### config.mk
export PLATFORM = sky130hd
export DESIGN_NAME = frame_mux2to1_flat
export DESIGN_NICKNAME = d
export VERILOG_FILES = /design/src/rtl/frame_mux2to1_if.sv /design/src/rtl/frame_mux2to1.sv /design/src/flat_wrapper.sv
export SDC_FILE = /design/constraint.sdc
export NUM_CORES = 1
export LEC_CHECK = 0
export BUFFER_PORTS_ARGS = -buffer_cell sky130_fd_sc_hd__buf_2
export CORE_ASPECT_RATIO = 1.1
export CORE_MARGIN = 2
export CORE_UTILIZATION = 50
export DETAILED_ROUTE_END_ITERATION = 6
export GPL_TIMING_DRIVEN = 0
export PLACE_DENSITY = 0.74
export SKIP_CTS_REPAIR_TIMING = 1
export SLEW_MARGIN = 20
export SYNTH_ARGS = -nofsm -noshare
export SYNTH_HDL_FRONTEND = slang
export SYNTH_SLANG_ARGS = --single-unit
### constraint.sdc
create_clock -name clk -period 3.3 [get_ports clk]
set_input_delay 0.66 -clock clk [delete_from_list [all_inputs] [get_ports clk]]
set_output_delay 0.66 -clock clk [all_outputs]
set_load 0.02 [all_outputs]
### src/rtl/frame_mux2to1_if.sv
// Stream bundle for the 2:1 frame merge: two word sources in, one merged word stream out.
// Bit W-1 of every data word marks the last word of a frame.
interface frame_mux2to1_if #(
  parameter int W = 9
);
  logic [W-1:0] in0_data;
  logic         in0_valid;
  logic         in0_ready;
  logic [W-1:0] in1_data;
  logic         in1_valid;
  logic         in1_ready;
  logic [W-1:0] out_data;
  logic         out_valid;
  logic         out_ready;
  logic         out_src;

  modport slave (
    input  in0_data, in0_valid,
    output in0_ready,
    input  in1_data, in1_valid,
    output in1_ready,
    output out_data, out_valid, out_src,
    input  out_ready
  );

  modport master (
    output in0_data, in0_valid,
    input  in0_ready,
    output in1_data, in1_valid,
    input  in1_ready,
    input  out_data, out_valid, out_src,
    output out_ready
  );
endinterface

### src/rtl/frame_mux2to1.sv
// Frame-aware round-robin 2:1 merge with registered output and max-length truncation.
// A granted frame is forwarded whole; an overlong frame is cut, flagged, and its tail dropped.
module frame_mux2to1 #(
  parameter int W       = 9,
  parameter int MAX_LEN = 1536,
  parameter int CW      = 16
) (
  input  logic          clk,
  input  logic          rst_n,
  frame_mux2to1_if.slave bus,
  output logic          trunc_err,
  output logic [CW-1:0] frames0,
  output logic [CW-1:0] frames1
);

  localparam int WCW = $clog2(MAX_LEN + 1);

  typedef enum logic [2:0] {
    IDLE  = 3'd0,
    LOCK0 = 3'd1,
    LOCK1 = 3'd2,
    DROP0 = 3'd3,
    DROP1 = 3'd4
  } state_t;

  state_t         state;
  state_t         state_nxt;
  logic           last_grant;
  logic [WCW-1:0] wcnt;

  logic           drain_ok;
  logic           sel_src;
  logic           sel_valid;
  logic [W-1:0]   sel_data;
  logic           fwd;
  logic [W-1:0]   fwd_data;
  logic           frame_done;
  logic           trunc_now;

  // Output register can take a word when empty or being drained this cycle.
  assign drain_ok  = !bus.out_valid || bus.out_ready;
  assign sel_src   = (state == LOCK1) || (state == DROP1);
  assign sel_valid = sel_src ? bus.in1_valid : bus.in0_valid;
  assign sel_data  = sel_src ? bus.in1_data  : bus.in0_data;

  always_ff @(posedge clk or negedge rst_n) begin
    if (!rst_n) begin
      state <= IDLE;
    end else begin
      state <= state_nxt;
    end
  end

  always_comb begin
    state_nxt     = state;
    bus.in0_ready = 1'b0;
    bus.in1_ready = 1'b0;
    fwd           = 1'b0;
    fwd_data      = sel_data;
    frame_done    = 1'b0;
    trunc_now     = 1'b0;
    case (state)
      IDLE: begin
        if (bus.in0_valid && bus.in1_valid) begin
          state_nxt = last_grant ? LOCK0 : LOCK1;
        end else if (bus.in0_valid) begin
          state_nxt = LOCK0;
        end else if (bus.in1_valid) begin
          state_nxt = LOCK1;
        end
      end
      LOCK0, LOCK1: begin
        bus.in0_ready = (state == LOCK0) && drain_ok;
        bus.in1_ready = (state == LOCK1) && drain_ok;
        if (sel_valid && drain_ok) begin
          fwd = 1'b1;
          if (sel_data[W-1]) begin
            frame_done = 1'b1;
            state_nxt  = IDLE;
          end else if (wcnt == WCW'(MAX_LEN - 1)) begin
            // Cut the frame here so downstream still sees a properly terminated frame.
            fwd_data[W-1] = 1'b1;
            frame_done    = 1'b1;
            trunc_now     = 1'b1;
            state_nxt     = sel_src ? DROP1 : DROP0;
          end
        end
      end
      DROP0, DROP1: begin
        bus.in0_ready = (state == DROP0);
        bus.in1_ready = (state == DROP1);
        if (sel_valid && sel_data[W-1]) begin
          state_nxt = IDLE;
        end
      end
      default: begin
        state_nxt = IDLE;
      end
    endcase
  end

  always_ff @(posedge clk or negedge rst_n) begin
    if (!rst_n) begin
      bus.out_data  <= '0;
      bus.out_valid <= 1'b0;
      bus.out_src   <= 1'b0;
      last_grant    <= 1'b1;
      wcnt          <= '0;
      trunc_err     <= 1'b0;
      frames0       <= '0;
      frames1       <= '0;
    end else begin
      trunc_err <= trunc_now;
      if (fwd) begin
        bus.out_data  <= fwd_data;
        bus.out_valid <= 1'b1;
        bus.out_src   <= sel_src;
      end else if (bus.out_ready) begin
        bus.out_valid <= 1'b0;
      end
      if (frame_done) begin
        wcnt       <= '0;
        last_grant <= sel_src;
        if (sel_src) begin
          frames1 <= frames1 + CW'(1);
        end else begin
          frames0 <= frames0 + CW'(1);
        end
      end else if (fwd) begin
        wcnt <= wcnt + WCW'(1);
      end
    end
  end

endmodule

### src/flat_wrapper.sv
// flat-port wrapper written by rule: the top's interface ports become plain ports
module frame_mux2to1_flat 
#(
  parameter int W       = 9,
  parameter int MAX_LEN = 1536,
  parameter int CW      = 16
)
  (clk, rst_n, trunc_err, frames0, frames1, bus_in0_data, bus_in0_valid, bus_in0_ready, bus_in1_data, bus_in1_valid, bus_in1_ready, bus_out_data, bus_out_valid, bus_out_src, bus_out_ready);
  frame_mux2to1_if #(.W(W)) bus_i ();
  input  logic clk;
  input  logic rst_n;
  output logic trunc_err;
  output logic [CW-1:0] frames0;
  output logic [CW-1:0] frames1;
  input wire logic [$bits(bus_i.in0_data)-1:0] bus_in0_data;
  input wire logic [$bits(bus_i.in0_valid)-1:0] bus_in0_valid;
  output wire logic [$bits(bus_i.in0_ready)-1:0] bus_in0_ready;
  input wire logic [$bits(bus_i.in1_data)-1:0] bus_in1_data;
  input wire logic [$bits(bus_i.in1_valid)-1:0] bus_in1_valid;
  output wire logic [$bits(bus_i.in1_ready)-1:0] bus_in1_ready;
  output wire logic [$bits(bus_i.out_data)-1:0] bus_out_data;
  output wire logic [$bits(bus_i.out_valid)-1:0] bus_out_valid;
  output wire logic [$bits(bus_i.out_src)-1:0] bus_out_src;
  input wire logic [$bits(bus_i.out_ready)-1:0] bus_out_ready;
  assign bus_i.in0_data = bus_in0_data;
  assign bus_i.in0_valid = bus_in0_valid;
  assign bus_in0_ready = bus_i.in0_ready;
  assign bus_i.in1_data = bus_in1_data;
  assign bus_i.in1_valid = bus_in1_valid;
  assign bus_in1_ready = bus_i.in1_ready;
  assign bus_out_data = bus_i.out_data;
  assign bus_out_valid = bus_i.out_valid;
  assign bus_out_src = bus_i.out_src;
  assign bus_i.out_ready = bus_out_ready;
  frame_mux2to1 #(.W(W), .MAX_LEN(MAX_LEN), .CW(CW)) u_core (.clk(clk), .rst_n(rst_n), .bus(bus_i), .trunc_err(trunc_err), .frames0(frames0), .frames1(frames1));
endmodule
==> impl_metrics.env <==
export IMPL_status="complete, no violations"
export IMPL_place_gp_congestion=0.841
export IMPL_wl_per_cell_um=14.7
export IMPL_p_int_mw=1.66
export IMPL_rr_worst_depth=6
export IMPL_synth_edf_count=0
export IMPL_cts_tree="done"
export IMPL_maxSlewViolCount=0
export IMPL_crit_path_top_delay_cell="dfrtp_1"
export IMPL_synthArstFlopShare_pct=100
export IMPL_synth_cell_types=52
export IMPL_viasPerCell=5.67
export IMPL_syn2layout_area_growth_pct=21.1
export IMPL_drt_total_wl_um=6980
export IMPL_grt_pass1_wl_um=11700
export IMPL_cp_required_ns=2.64
export IMPL_rr_endpoint="u_core.frames0[1]$_DFFE_PN0P_"
export IMPL_ys_warnings_count=0
export IMPL_leakage_nw=1.80
export IMPL_die_x_um=79.2
export IMPL_maxCapViolations=0
export IMPL_peakVddDrop_mv=0.442
export IMPL_fp_coreArea_um2=6080
export IMPL_fill_cells=532
export IMPL_ctsLongestPathBuffers=2
export IMPL_setup_viol=0
export IMPL_place_hpwl_um=4930
export IMPL_ys_ff_latch=59
export IMPL_first_pass_iters=5
export IMPL_grtUsageTotal_pct=21.8
export IMPL_clkTransAtPathRegs_ns=0.07
export IMPL_post_route_min_period_ns=2.18
export IMPL_p_sw_share_pct=39.0
export IMPL_num_rows=30
export IMPL_netlist_area_um2=3110
export IMPL_antenna_cells=0
export IMPL_tightest_slew_ns=0.735
export IMPL_max_stage_delay_ns=0.47
export IMPL_grt_remaining_overflow=0
export IMPL_worstSetupEndpointType="output pin"
export IMPL_p_sw_mw=1.06
export IMPL_layout_drive_gt1_share_pct=26.3
export IMPL_antenna_found_initial=0
export IMPL_antenna_left=0
export IMPL_ctsHtreeMaxLevel=3
export IMPL_initial_core_util_pct=51.2
export IMPL_slew_headroom_pct=51.0
export IMPL_grt_pass1_vias=2498
export IMPL_hold_viol_final=0
export IMPL_holdWs_ns=0.370
export IMPL_crit_path_start_kind="flop"
export IMPL_path_class="reg2out"
export IMPL_synth_seq_area_share_pct=47.5
export IMPL_clk_latency_ns=0.34
export IMPL_fin_crit_sh_pct=65.9
export IMPL_rsz0062_at_grt="false"
export IMPL_final_setup_tns_ns=0
export IMPL_die_h_um=86.7
export IMPL_grt_max_degree=60
export IMPL_fmax_mhz=460
export IMPL_seq_power_share_pct=37.0
export IMPL_drt_iter0_drc=175
export IMPL_reg2reg_from="u_core.state[1]$_DFFE_PN0P_"
export IMPL_power_frac_comb_pct=37.4
export IMPL_syn_inst=311
export IMPL_p_per_area_nw_per_um2=721
export IMPL_arrival_ns=1.52
export IMPL_avgSynthCellArea_um2=10.0
export IMPL_vias=2694
export IMPL_path_cells="buf_4, nand2b_1, a21oi_1, buf_2"
export IMPL_clock_power_share_pct=25.6
export IMPL_cp_max_fo=10
export IMPL_synth_flop_cell="dfrtp_1"
export IMPL_hold_class="in2async"
export IMPL_dieArea_um2=6870
export IMPL_drcViolationCount=0
export IMPL_ff2ff_setup_slack_ns=1.13
export IMPL_cts_sinks=59
export IMPL_cts_buffers=9
export IMPL_io_buffers=68
export IMPL_nets=416
export IMPL_skew_ns=0.0127
export IMPL_pin_count=69
export IMPL_synth_fp_nets=337
export IMPL_cts_root_buf="clkbuf_8"
-- power groups by stage --
stage	Combinational (mW)	Clock, mW	Sequential, mW
6_report	1.02	0.696	1.00
3_3_place_gp	0.996	0	1.01
5_1_grt	1.12	0.742	1.03
3_5_place_dp	1.02	0	1.01
4_1_cts	1.02	0.710	1.00
2_1_floorplan	0.597	0	1.12
-- final cells by class --
class	count	area [µm²]	area share [%]
Clock buffer	12	165	4.38
Buffer	16	92.6	2.46
Sequential cell	59	1480	39.2
Tap cell	80	100	2.66
Timing Repair Buffer	68	343	9.10
Multi-Input combinational cell	229	1520	40.2
Clock inverter	4	47.5	1.26
Inverter	7	26.3	0.697
-- cell usage in the layout, fill, tap and decap left out, types with 5 or more instances in the layout --
cell type   n
a21oi_1     5
and2_1      6
and3_1      9
buf_2      69
buf_4       5
clkbuf_1    7
clkbuf_8   12
dfrtp_1    58
inv_1       7
mux2i_1    10
nand2_1    34
nand2b_1    5
nand3_1    21
nand4_1    18
nor2_1      7
nor3_1     12
nor4_1      6
o21ai_0    17
xnor2_1    22
xor2_1      9
-- worst max-delay path by stage --
stage,end,from,slack [ns]
2_1_floorplan,bus_in0_ready,bus_out_ready,1.36
3_3_place_gp,u_core.wcnt[0]$_DFFE_PN0P_,bus_out_ready,0.87
3_5_place_dp,u_core.bus.out_data[7]$_DFFE_PN0P_,bus_out_ready,0.80
4_1_cts,bus_in1_ready,u_core.state[1]$_DFFE_PN0P_,1.10
5_1_grt,u_core.frames0[1]$_DFFE_PN0P_,u_core.wcnt[0]$_DFFE_PN0P_,0.99
6_report,bus_in1_ready,u_core.state[1]$_DFFE_PN0P_,1.12
-- cells in the mapped netlist, types with 4 or more instances --
library cell,instances,area [µm²]
nor2_1,7,26.3
nand3_1,21,105
and2_1,6,37.5
xor2_1,9,78.8
dfrtp_1,58,1450
xnor2_1,22,193
inv_1,7,26.3
mux2i_1,10,100
clkbuf_1,7,26.3
o21ai_0,17,85.1
and3_1,9,56.3
a21oi_1,5,25.0
nand4_1,18,113
nor4_1,6,37.5
nor3_1,12,60.1
buf_4,4,30.0
nand2b_1,5,31.3
nand2_1,34,128
-- cell families after synthesis --
logic type / after synthesis / share of synthesized area (%)
buffers and inverters: 23 / 3.82
flip-flops: 59 / 47.5
multiplexers: 12 / 3.94
XOR/XNOR: 32 / 9.25
adder cells (fa/ha/maj): 3 / 1.21
AND/OR/NAND/NOR: 137 / 25.0
AO/OA/AOI/OAI: 45 / 9.33
-- per-layer routing --
metal	vias up	track usage [%]	routed length, µm
met3	11	5.21	450
met1	1305	28.4	3110
met4	0	7.37	91
met2	99	35.7	3330
li1	1279	-	-
met5	-	0	0
-- critical path, delay by kind of cell, from the launching register on --
| kind | cells | cell delay [ns] |
|---|---|---|
| AND/OR/NAND/NOR | 1 | 0.17 |
| AO/OA/AOI/OAI | 1 | 0.14 |
| flip-flops | 1 | 0.47 |
| buffers and inverters | 2 | 0.38 |
-- sequential cells by signal, summed over array words and instances, names as in the netlist --
register              cells
u_core.frames1           16
u_core.bus.out_src        1
u_core.bus.out_valid      1
u_core.bus.out_data       9
u_core.frames0           16
u_core.state              3
u_core.trunc_err          1
u_core.wcnt              11
u_core.last_grant         1
-- stage by stage --
| stage | utilization, % | worst slack, ns | cells | total power [mW] | cell area [µm²] |
|---|---|---|---|---|---|
| floorplan | - | 1.36 | 311 | 1.71 | 3110 |
| global placement | 58.4 | 0.873 | 459 | 2.01 | 3550 |
| detailed placement | 58.5 | 0.798 | 459 | 2.03 | 3550 |
| CTS | 62.0 | 1.10 | 475 | 2.73 | 3770 |
| global route | 62.0 | 0.986 | 475 | 2.89 | 3770 |
| finish | 62.0 | 1.12 | 475 | 2.72 | 3770 |
No activity file was read; power rests on OpenSTA's default activity.
